## config.mk

```make
export PLATFORM = sky130hd
export DESIGN_NAME = slc3_mc_core_flat
export DESIGN_NICKNAME = d
export VERILOG_FILES = /design/src/rtl/slc3_mc_core_if.sv /design/src/rtl/slc3_mc_core.sv /design/src/flat_wrapper.sv
export SDC_FILE = /design/constraint.sdc
export NUM_CORES = 1
export LEC_CHECK = 0
export ABC_AREA = 1
export BUFFER_PORTS_ARGS = -buffer_cell sky130_fd_sc_hd__buf_2
export CAP_MARGIN = 15
export CORE_MARGIN = 2
export CORE_UTILIZATION = 59
export CTS_BUF_LIST = sky130_fd_sc_hd__clkbuf_16
export DETAILED_ROUTE_END_ITERATION = 12
export PLACE_DENSITY_LB_ADDON = 0.12
export SYNTH_ARGS = -nofsm -noshare
export SYNTH_HDL_FRONTEND = slang
export SYNTH_SLANG_ARGS = --single-unit
```

## constraint.sdc

```tcl
create_clock -name clk -period 3.6 [get_ports clk]
set_clock_uncertainty 0.1 [all_clocks]
set_input_delay 0 -clock clk [delete_from_list [all_inputs] [get_ports clk]]
set_output_delay 0 -clock clk [all_outputs]
set_load 0.01 [all_outputs]
```

## src/rtl/slc3_mc_core_if.sv

```systemverilog
// slc3_mc_core_if - memory port of the multi-cycle SLC-3 core.
//   mem_rdata   16      read data, valid while mem_ready=1
//   mem_ready   1       access completes in the current cycle
//   mem_wdata   16      write data (core MDR)
//   mem_addr    ADDR_W  access address (core MAR low bits)
//   mem_mem_ena 1       access request, held until mem_ready
//   mem_wr_ena  1       write qualifier, only together with mem_mem_ena
// master = core side, slave = memory/IO side.
interface slc3_mc_core_if #(
  parameter int unsigned ADDR_W = 16
);
  logic [15:0]       mem_rdata;
  logic              mem_ready;
  logic [15:0]       mem_wdata;
  logic [ADDR_W-1:0] mem_addr;
  logic              mem_mem_ena;
  logic              mem_wr_ena;

  modport master (
    input  mem_rdata, mem_ready,
    output mem_wdata, mem_addr, mem_mem_ena, mem_wr_ena
  );

  modport slave (
    output mem_rdata, mem_ready,
    input  mem_wdata, mem_addr, mem_mem_ena, mem_wr_ena
  );
endinterface

```

## src/rtl/slc3_mc_core.sv

```systemverilog
// slc3_mc_core - multi-cycle SLC-3 core (fetch/decode/execute FSM,
// 8x16 register file, N/Z/P condition codes, branch enable) on a
// variable-latency memory port with a ready handshake.
//   clk               system clock, all state on rising edge
//   reset             synchronous, active-low
//   run_i             level; leaves HALT
//   continue_i        rising edge leaves PAUSE
//   mem               memory port (master side)
//   hex_display_debug current IR
//   led_o             {4'b0, IR[11:0]} while paused, else 0
//   halted_o          1 while in HALT
module slc3_mc_core #(
  parameter logic [15:0] PC_RESET = 16'h0000,
  parameter int unsigned ADDR_W   = 16,
  parameter bit          PAUSE_EN = 1'b1
) (
  input  logic                 clk,
  input  logic                 reset,
  input  logic                 run_i,
  input  logic                 continue_i,
  slc3_mc_core_if.master       mem,
  output logic [15:0]          hex_display_debug,
  output logic [15:0]          led_o,
  output logic                 halted_o
);

  typedef enum logic [3:0] {
    S_HALT, S_FETCH1, S_FETCH2, S_FETCH3, S_DECODE, S_EXEC,
    S_LDR_ADDR, S_LDR_READ, S_LDR_LOAD,
    S_STR_ADDR, S_STR_DATA, S_STR_WRITE, S_PAUSE
  } state_e;

  localparam logic [3:0] OP_BR  = 4'b0000;
  localparam logic [3:0] OP_ADD = 4'b0001;
  localparam logic [3:0] OP_JSR = 4'b0100;
  localparam logic [3:0] OP_AND = 4'b0101;
  localparam logic [3:0] OP_LDR = 4'b0110;
  localparam logic [3:0] OP_STR = 4'b0111;
  localparam logic [3:0] OP_NOT = 4'b1001;
  localparam logic [3:0] OP_JMP = 4'b1100;
  localparam logic [3:0] OP_PSE = 4'b1101;

  state_e      state_q, state_d;
  logic [15:0] pc_q, pc_d;
  logic [15:0] ir_q, ir_d;
  logic [15:0] mar_q, mar_d;
  logic [15:0] mdr_q, mdr_d;
  logic        ben_q, ben_d;
  logic        n_q, z_q, p_q;
  logic        cont_q;
  logic [15:0] regs_q [8];

  // single register-file write port; cc_we also refreshes N/Z/P from wr_data
  logic        wr_en, cc_we;
  logic [2:0]  wr_addr;
  logic [15:0] wr_data;

  logic [3:0]  opcode;
  logic [15:0] sr1_val, op2, alu, ea;
  logic        cont_rise;

  assign opcode    = ir_q[15:12];
  assign sr1_val   = regs_q[ir_q[8:6]];
  assign op2       = ir_q[5] ? {{11{ir_q[4]}}, ir_q[4:0]} : regs_q[ir_q[2:0]];
  assign ea        = sr1_val + {{10{ir_q[5]}}, ir_q[5:0]};
  // cont_q holds last cycle's continue_i and resets to 1, so a level that is
  // already high when PAUSE is entered never counts as a press
  assign cont_rise = continue_i & ~cont_q;

  always_comb begin
    alu = ~sr1_val;
    case (opcode)
      OP_ADD:  alu = sr1_val + op2;
      OP_AND:  alu = sr1_val & op2;
      default: alu = ~sr1_val;
    endcase
  end

  always_comb begin
    state_d = state_q;
    pc_d    = pc_q;
    ir_d    = ir_q;
    mar_d   = mar_q;
    mdr_d   = mdr_q;
    ben_d   = ben_q;
    wr_en   = 1'b0;
    cc_we   = 1'b0;
    wr_addr = ir_q[11:9];
    wr_data = alu;
    case (state_q)
      S_HALT:   if (run_i) state_d = S_FETCH1;
      S_FETCH1: begin
        mar_d   = pc_q;
        pc_d    = pc_q + 16'd1;
        state_d = S_FETCH2;
      end
      S_FETCH2: if (mem.mem_ready) begin
        mdr_d   = mem.mem_rdata;
        state_d = S_FETCH3;
      end
      S_FETCH3: begin
        ir_d    = mdr_q;
        state_d = S_DECODE;
      end
      S_DECODE: begin
        ben_d = (n_q & ir_q[11]) | (z_q & ir_q[10]) | (p_q & ir_q[9]);
        case (opcode)
          OP_ADD, OP_AND, OP_NOT, OP_BR, OP_JMP, OP_JSR: state_d = S_EXEC;
          OP_LDR:  state_d = S_LDR_ADDR;
          OP_STR:  state_d = S_STR_ADDR;
          OP_PSE:  state_d = PAUSE_EN ? S_PAUSE : S_FETCH1;
          default: state_d = S_FETCH1;
        endcase
      end
      S_EXEC: begin
        case (opcode)
          OP_ADD, OP_AND, OP_NOT: begin
            wr_en = 1'b1;
            cc_we = 1'b1;
          end
          OP_BR:  if (ben_q) pc_d = pc_q + {{7{ir_q[8]}}, ir_q[8:0]};
          OP_JMP: pc_d = sr1_val;
          OP_JSR: begin
            wr_en   = 1'b1;
            wr_addr = 3'd7;
            wr_data = pc_q;
            pc_d    = pc_q + {{5{ir_q[10]}}, ir_q[10:0]};
          end
          default: ;
        endcase
        state_d = S_FETCH1;
      end
      S_LDR_ADDR: begin
        mar_d   = ea;
        state_d = S_LDR_READ;
      end
      S_LDR_READ: if (mem.mem_ready) begin
        mdr_d   = mem.mem_rdata;
        state_d = S_LDR_LOAD;
      end
      S_LDR_LOAD: begin
        wr_en   = 1'b1;
        cc_we   = 1'b1;
        wr_data = mdr_q;
        state_d = S_FETCH1;
      end
      S_STR_ADDR: begin
        mar_d   = ea;
        state_d = S_STR_DATA;
      end
      S_STR_DATA: begin
        mdr_d   = regs_q[ir_q[11:9]];
        state_d = S_STR_WRITE;
      end
      S_STR_WRITE: if (mem.mem_ready) state_d = S_FETCH1;
      S_PAUSE:     if (cont_rise) state_d = S_FETCH1;
      default:     state_d = S_HALT;
    endcase
  end

  always_ff @(posedge clk) begin
    if (!reset) begin
      state_q <= S_HALT;
      pc_q    <= PC_RESET;
      ir_q    <= '0;
      mar_q   <= '0;
      mdr_q   <= '0;
      ben_q   <= 1'b0;
      n_q     <= 1'b0;
      z_q     <= 1'b1;
      p_q     <= 1'b0;
      cont_q  <= 1'b1;
      regs_q  <= '{default: '0};
    end else begin
      state_q <= state_d;
      pc_q    <= pc_d;
      ir_q    <= ir_d;
      mar_q   <= mar_d;
      mdr_q   <= mdr_d;
      ben_q   <= ben_d;
      cont_q  <= continue_i;
      if (wr_en) regs_q[wr_addr] <= wr_data;
      if (cc_we) begin
        n_q <= wr_data[15];
        z_q <= (wr_data == 16'h0000);
        p_q <= ~wr_data[15] & (wr_data != 16'h0000);
      end
    end
  end

  assign mem.mem_mem_ena  = (state_q == S_FETCH2) || (state_q == S_LDR_READ) ||
                            (state_q == S_STR_WRITE);
  assign mem.mem_wr_ena   = (state_q == S_STR_WRITE);
  assign mem.mem_addr     = mar_q[ADDR_W-1:0];
  assign mem.mem_wdata    = mdr_q;
  assign hex_display_debug = ir_q;
  assign led_o            = (state_q == S_PAUSE) ? {4'b0000, ir_q[11:0]} : 16'h0000;
  assign halted_o         = (state_q == S_HALT);

endmodule

```

## src/flat_wrapper.sv

```systemverilog
// flat-port wrapper written by rule: the top's interface ports become plain ports
module slc3_mc_core_flat 
#(
  parameter logic [15:0] PC_RESET = 16'h0000,
  parameter int unsigned ADDR_W   = 16,
  parameter bit          PAUSE_EN = 1'b1
)
  (clk, reset, run_i, continue_i, hex_display_debug, led_o, halted_o, mem_mem_rdata, mem_mem_ready, mem_mem_wdata, mem_mem_addr, mem_mem_mem_ena, mem_mem_wr_ena);
  slc3_mc_core_if #(.ADDR_W(ADDR_W)) mem_i ();
  input  logic clk;
  input  logic reset;
  input  logic run_i;
  input  logic continue_i;
  output logic [15:0] hex_display_debug;
  output logic [15:0] led_o;
  output logic halted_o;
  input wire logic [$bits(mem_i.mem_rdata)-1:0] mem_mem_rdata;
  input wire logic [$bits(mem_i.mem_ready)-1:0] mem_mem_ready;
  output wire logic [$bits(mem_i.mem_wdata)-1:0] mem_mem_wdata;
  output wire logic [$bits(mem_i.mem_addr)-1:0] mem_mem_addr;
  output wire logic [$bits(mem_i.mem_mem_ena)-1:0] mem_mem_mem_ena;
  output wire logic [$bits(mem_i.mem_wr_ena)-1:0] mem_mem_wr_ena;
  assign mem_i.mem_rdata = mem_mem_rdata;
  assign mem_i.mem_ready = mem_mem_ready;
  assign mem_mem_wdata = mem_i.mem_wdata;
  assign mem_mem_addr = mem_i.mem_addr;
  assign mem_mem_mem_ena = mem_i.mem_mem_ena;
  assign mem_mem_wr_ena = mem_i.mem_wr_ena;
  slc3_mc_core #(.PC_RESET(PC_RESET), .ADDR_W(ADDR_W), .PAUSE_EN(PAUSE_EN)) u_core (.clk(clk), .reset(reset), .run_i(run_i), .continue_i(continue_i), .mem(mem_i), .hex_display_debug(hex_display_debug), .led_o(led_o), .halted_o(halted_o));
endmodule
```

# Yosys cells after proc, flatten, opt, wreduce, memory -nomap -nowiden
# Memories as Yosys holds them, arrays and structs flattened. A register that Yosys moved wholly into a read port is not among the register bits.
# Index checks and enable logic that the tools add are counted.
[word_totals]
ff_bits = 201
latch_bits = 0
ram_bits = 0
romBits = 64
input_bits = 21
output_inout_bits = 67
word_cells = 124
memories = 1
[memory_table]
columns = ["name", "words", "width", "rd", "rd_clocked_by_memory_dff", "write_ports", "line", "source"]
rows = [
  ["(name not given)", 16, 4, 1, 1, 0, "slc3_mc_core.sv:107", "case (opcode)"],
]
[op_classes]
n_addsub = 5
mul = 0
n_div = 0
order_cmp = 5
n_eq_ne = 25
n_shift = 0
mux = 37
bitwise_logic = 15
n_reduce_logical = 18
[op_table]
columns = ["cell", "n"]
rows = [
  ["$mux 16", 11],
  ["$pmux 16 s2", 5],
  ["$bmux 16 s3", 3],
  ["$bwmux 128", 1],
  ["$add 16x16->16", 4],
  ["$demux 16 s3", 1],
  ["$pmux 16 s3", 1],
  ["$pmux 4 s12", 1],
  ["$eq 4x4->1 const B", 7],
  ["$mux 4", 7],
  ["$eq 4x3->1 const B", 6],
  ["$add 16x1->16 const B", 1],
  ["$and 16x16->16", 1],
  ["$ge 4x4->1 const B", 4],
  ["$logic_not 16->1", 1],
  ["$not 16->16", 1],
  ["$not 3->4", 4],
  ["$reduce_bool 16->1", 1],
  ["$mux 12", 1],
  ["$eq 4x1->1 const B", 2],
  ["$eq 4x2->1 const B", 2],
  ["$logic_not 4->1", 2],
  ["$ne 2x2->1 const B", 4],
  ["$mux 3", 2],
  ["18 further kinds", 32],
]

# Logic depth before layout (Yosys ltp)
[logic_depth]
depth_word = 11
depth_mapped = 26
mapped_depth_nobuf = 24

# Least setup slack after synthesis
# No wires, ideal clock.
[synth_path]
path_type = "flip-flop to flip-flop"
start = "register u_core.ir_q[5], in the netlist u_core.hex_display_debug[5]"
end = "register u_core.p_q"
setup_time_ns = 0.132
t_arrival_ns = 3.018
t_required_ns = 3.368
slack_ns = 0.349
path_stages_with_launch = 24
path_buffers = 1
period_less_slack_ns = 3.251
path_cell_list = "dfxtp_1 -> clkbuf_1 -> nor2_1 -> inv_1 -> a21oi_1 -> o21ai_0 -> nand3_1 -> o21ai_0 -> ha_1 -> fa_1 -> nand3_1 -> nand2_1 -> nand2_1 -> nand3b_1 -> nand3_1 -> nand3_1 -> nand2_2 -> nand2_4 -> nor2_1 -> nand3_1 -> nor2_1 -> nand2_1 -> nand2_1 -> a21oi_1"
[synth_between]
elab_chain_cells = 7
word_cells_on_any_way = 9
classes_between = "add/sub: 1; mux: 4; bitwise: 3; reduce/logical: 1"
[synth_lines]
columns = ["item", "line", "source"]
rows = [
  ["start: declaration", "slc3_mc_core.sv:45", "logic [15:0] ir_q, ir_d;"],
  ["start signal: assignment", "slc3_mc_core.sv:177", "ir_q <= ir_d;"],
  ["$mux 16 *", "slc3_mc_core.sv:64", "assign op2 = ir_q[5] ? {{11{ir_q[4]}}, ir_q[4:0]} : regs_q[ir_q[2:0]];"],
  ["$add 16x16->16 or $and 16x16->16 (tied branches)", "slc3_mc_core.sv:73, slc3_mc_core.sv:74", ""],
  ["$pmux 16 s2 *", "slc3_mc_core.sv:72", "case (opcode)"],
  ["$mux 16", "slc3_mc_core.sv:116", "case (opcode)"],
  ["$pmux 16 s2 *", "slc3_mc_core.sv:90", "case (state_q)"],
  ["$reduce_bool 16->1 or $not 1->1 (tied branches)", "slc3_mc_core.sv:186", "p_q <= ~wr_data[15] & (wr_data != 16'h0000);"],
  ["$and 1x1->1 *", "slc3_mc_core.sv:186", ""],
  ["end signal: assignment", "slc3_mc_core.sv:186", ""],
  ["end: declaration", "slc3_mc_core.sv:49", "logic n_q, z_q, p_q;"],
]
# Mark *: on every way between the ends. The rest lies on a longest branch, timed or not.
# A chain may end at the register's enable or synchronous reset.

# Worst setup path after layout
[layout_path]
start = "register u_core.ir_q[0], in the netlist u_core.hex_display_debug[0]"
end = "register u_core.n_q"
[layout_between]
elab_chain_cells = 9
word_cells_on_any_way = 10
classes_between = "add/sub: 1; mux: 7; bitwise: 2"
[layout_lines]
columns = ["item", "line", "source"]
rows = [
  ["$not 3->4 (implied by the code)", "slc3_mc_core.sv:64", ""],
  ["$bmux 16 s3", "slc3_mc_core.sv:64", ""],
  ["$mux 16 (implied by the code) (2 in a row)", "slc3_mc_core.sv:64", ""],
  ["$mux 16 *", "slc3_mc_core.sv:64", ""],
  ["$add 16x16->16 or $and 16x16->16 (tied branches)", "slc3_mc_core.sv:73, slc3_mc_core.sv:74", ""],
  ["$pmux 16 s2 *", "slc3_mc_core.sv:72", ""],
  ["$mux 16", "slc3_mc_core.sv:116", ""],
  ["$pmux 16 s2 *", "slc3_mc_core.sv:90", ""],
  ["end signal: assignment", "slc3_mc_core.sv:184", "n_q <= wr_data[15];"],
  ["end: declaration", "slc3_mc_core.sv:49", ""],
]
# Mark *: on every way between the ends. The rest lies on a longest branch, timed or not. The select of a mux whose other input is x is not followed.

==> metrics.md <==
| Metric | Value |
|---|---|
| Outcome | finished clean |
| VDD IR max | 416 µV |
| First-pass GRT wire length | 92.4 mm |
| DRC violations left | 0 |
| Number of synthesized flops with an enable pin | 0 |
| Main flop type after synthesis | dfxtp_1 |
| Worst EP arrival | 3.90 ns |
| PD cells | 529 nW/µm² |
| Pre-CTS setup slack | 0.0690 ns |
| Post-synthesis sequential area ratio | 27.4% |
| Hold Crit Class | input pin to register |
| Iteration-0 DRC Markers | 2880 |
| Dpl cell area | 16300 µm² |
| Slew Limit Fails | 0 |
| Chip height | 163 µm |
| Final HPWL DP | 42.3 mm |
| IO Port Bufs | 83 |
| Syn Inst Count | 2457 |
| Overall routing resource usage | 45.0% |
| Setup CP Type | register to register |
| Largest area contributor in the netlist | dfxtp_1 |
| Boundary Pins | 88 |
| H-tree Lvls | 1 |
| DR vias/cell | 6.20 |
| Setup Total Neg Slack | 0 ns |
| Reg area | 4120 µm² |
| Pre-Repair DR Iteration Count | 6 |
| Final GP Congestion | 1.02 |
| Total placed cells including tap cells | 2856 |
| Area occupied by multi-input gates | 8920 µm² |
| Clk slew on worst S/H paths | 0.06 ns |
| Fin crit share | 98.0% |
| Crit path max fanout | 12 |
| Area grow syn2layout | 18.1% |
| Max transition margin | 31.4% |
| Flops & latches, synth | 205 |
| F_max | 283 MHz |
| Largest net degree at the start of global routing | 148 |
| Die ar. | 26700 µm² |
| Worst-skew pair later-pin latency | 0.53 ns |
| CTS root buf | clkbuf_16 |
| Design Area, Final | 17700 µm² |
| Layout cells sized above 1 | 13.6% |
| Initial core utilization | 59.9% |
| Worst Max-Slew Pin Slew | 1.03 ns |
| Total Power | 9.37 mW |
| Gr ovfl total | 0 |
| Lkg Pwr | 8.54 nW |
| Critical R2R Launch | u_core.hex_display_debug[0] |
| CTS Sinks | 205 |
| Maxcap violations | 0 |
| Initial antenna violation count | 3 |
| Startpoint Class | register |
| Crit path launch | u_core.hex_display_debug[0] |
| Num rows | 58 |
| Area contributors post-synth | dfxtp_1, o21ai_0, a21oi_1, inv_1, nand2_1 |
| Crit path time final | 3.53 ns |
| Die W | 163 µm |
| Worst Hold Slack | 0.216 ns |
| Worst setup EP type | register |
| Final cell count without fillers | 2928 |
| Final net count | 2651 |
| Critical path required time | 3.97 ns |
| Setup violations, final | 0 |
| Synth cell types | 52 |
| Core Util, Final | 70.7% |
| Post-route ant nets | 0 |
| CTS tree | yes |
| Final wirelength | 62.3 mm |
| Synth Warn # | 0 |
| Core Area | 25000 µm² |
| Drt wl/cell | 21.3 µm |
| Fillers | 2234 |
| Setup repair after global routing missed its margin | yes |
| TritonCTS Buffers | 24 |
| Top-area cell type share of the netlist area | 27.4% |
| CTS Buffer Depth | 3 |
| Total number of vias | 18200 |
| Syn avg cell area | 6.10 µm² |
| Syn Std Cell Area | 15000 µm² |
| Hold Vio Cnt, Final | 0 |
| Ys async rst share | 0% |
| Hold Path Origin | mem_mem_rdata[15] |
| Vias in the first global route | 16300 |
| Setup ws final | 0.0712 ns |
-- path summary, 6_finish.rpt --
path | cells past startpoint | endpoint | slack, ns
setup / recovery | 23 | u_core.n_q | 0.07
hold / removal | 4 | u_core.mem.mem_wdata[15] | 0.22
setup reg to reg | 23 | u_core.n_q | 0.07
hold reg to reg | 2 | u_core.mem.mem_addr[15] | 0.37
-- final cells by class --
type	instances	share of cell area [%]
diodes	1	0.0141
clock buffers	25	3.53
clock inverters	18	1.16
inverters	404	8.61
multi-input cells	1702	50.4
flip-flops and latches	205	23.2
well taps	330	2.33
repair buffers	243	10.7
-- per-layer routing --
layer | wire, µm | track usage, % | vias up | part of all wire, %
met5 | 34 | 0 | - | 0.055
met4 | 4670 | 28.4 | 6 | 7.5
met2 | 25900 | 67.6 | 1403 | 42
li1 | - | - | 8369 | -
met3 | 8400 | 10.5 | 313 | 13
met1 | 23300 | 57.9 | 8067 | 37
-- report_power, final --
| group | switching [mW] | internal [mW] | total [mW] |
|---|---|---|---|
| clock network | 1.04 | 1.61 | 2.65 |
| registers | 0.232 | 2.46 | 2.69 |
| logic | 2.65 | 1.39 | 4.04 |
-- registers in the layout, indices dropped and copies added, names as in the netlist, named ones only --
signal,cells
u_core.regs_q,128
u_core.hex_display_debug,16
u_core.mem.mem_addr,16
u_core.mem.mem_wdata,16
u_core.pc_q,16
u_core.state_q,4
u_core.ben_q,1
u_core.cont_q,1
u_core.n_q,1
u_core.p_q,1
u_core.z_q,1
-- placed cells by master, fill, tap and decap left out, types with 5 or more instances in the layout --
cell,Yosys,routed
o21ai_0,404,397
inv_1,393,392
nand2_1,389,383
a21oi_1,369,363
dfxtp_1,205,200
nand3_1,176,171
buf_4,6,120
nor2_1,115,109
buf_2,28,83
ha_1,47,39
clkbuf_16,0,28
o211ai_1,27,27
o21ai_1,18,23
dlygate4sd3_1,0,22
nand2_2,13,19
xor2_1,18,18
o22ai_1,13,13
nor2_2,7,13
a31oi_1,13,13
inv_2,9,12
buf_12,0,12
nand3b_1,9,9
a21oi_2,2,8
nand4_1,8,8
nand3_2,2,7
nor3_1,9,7
xnor2_1,6,6
ha_4,0,6
clkinv_1,2,5
nand2_4,5,5
a221oi_1,5,5
a21o_1,5,5
bufinv_16,0,5
clkinv_2,0,5
-- cells in the mapped netlist (all sizes together) (5+ instances only) --
master and number:
dfxtp 205, a21oi 371, nor3 10, a21o 5, nand3 178, a31oi 14, and2 5, xnor2 6
o21ai 423, nor2 123, o22ai 13, o211ai 27, ha 47, nand2 407, inv 402, buf 56
nand4 8, a221oi 5, a21boi 5, xor2 18, nand3b 9, clkbuf 93
-- timing repair --
action,CTS,global route
endpoints found under the hold margin,31,0
endpoints found under the setup margin,0,89
resized for setup,0,59
hold buffers,22,0
setup buffers,0,3
-- worst max-delay path: stages (launching register included) --
cell,delay [ns]
dfxtp_4,0.40
inv_4,0.08
buf_12,0.16
buf_4,0.16
o21ai_1,0.19
a21oi_2,0.09
o32ai_2,0.31
ha_1,0.33
nand2_1,0.08
nand2_1,0.08
nand2_1,0.11
nand3_1,0.15
nand2_2,0.11
nand2_1,0.06
nand2_1,0.09
nand2_1,0.05
nand2_1,0.05
nand3_1,0.16
nand2_1,0.12
nand2_1,0.07
nand2_2,0.14
nor2_1,0.08
or2_1,0.22
inv_1,0.06
-- logic make-up after synthesis --
logic type	Yosys count	synth area share (%)
AOI/OAI and AO/OA	877	30.7
xor gates and xnor gates	24	1.40
adders and majority gates	50	4.32
buffers and inverters	553	14.5
DFF	205	27.4
other	1	0.0250
and+or+nand+nor	747	21.6
Power figures use the tool's default switching activity.
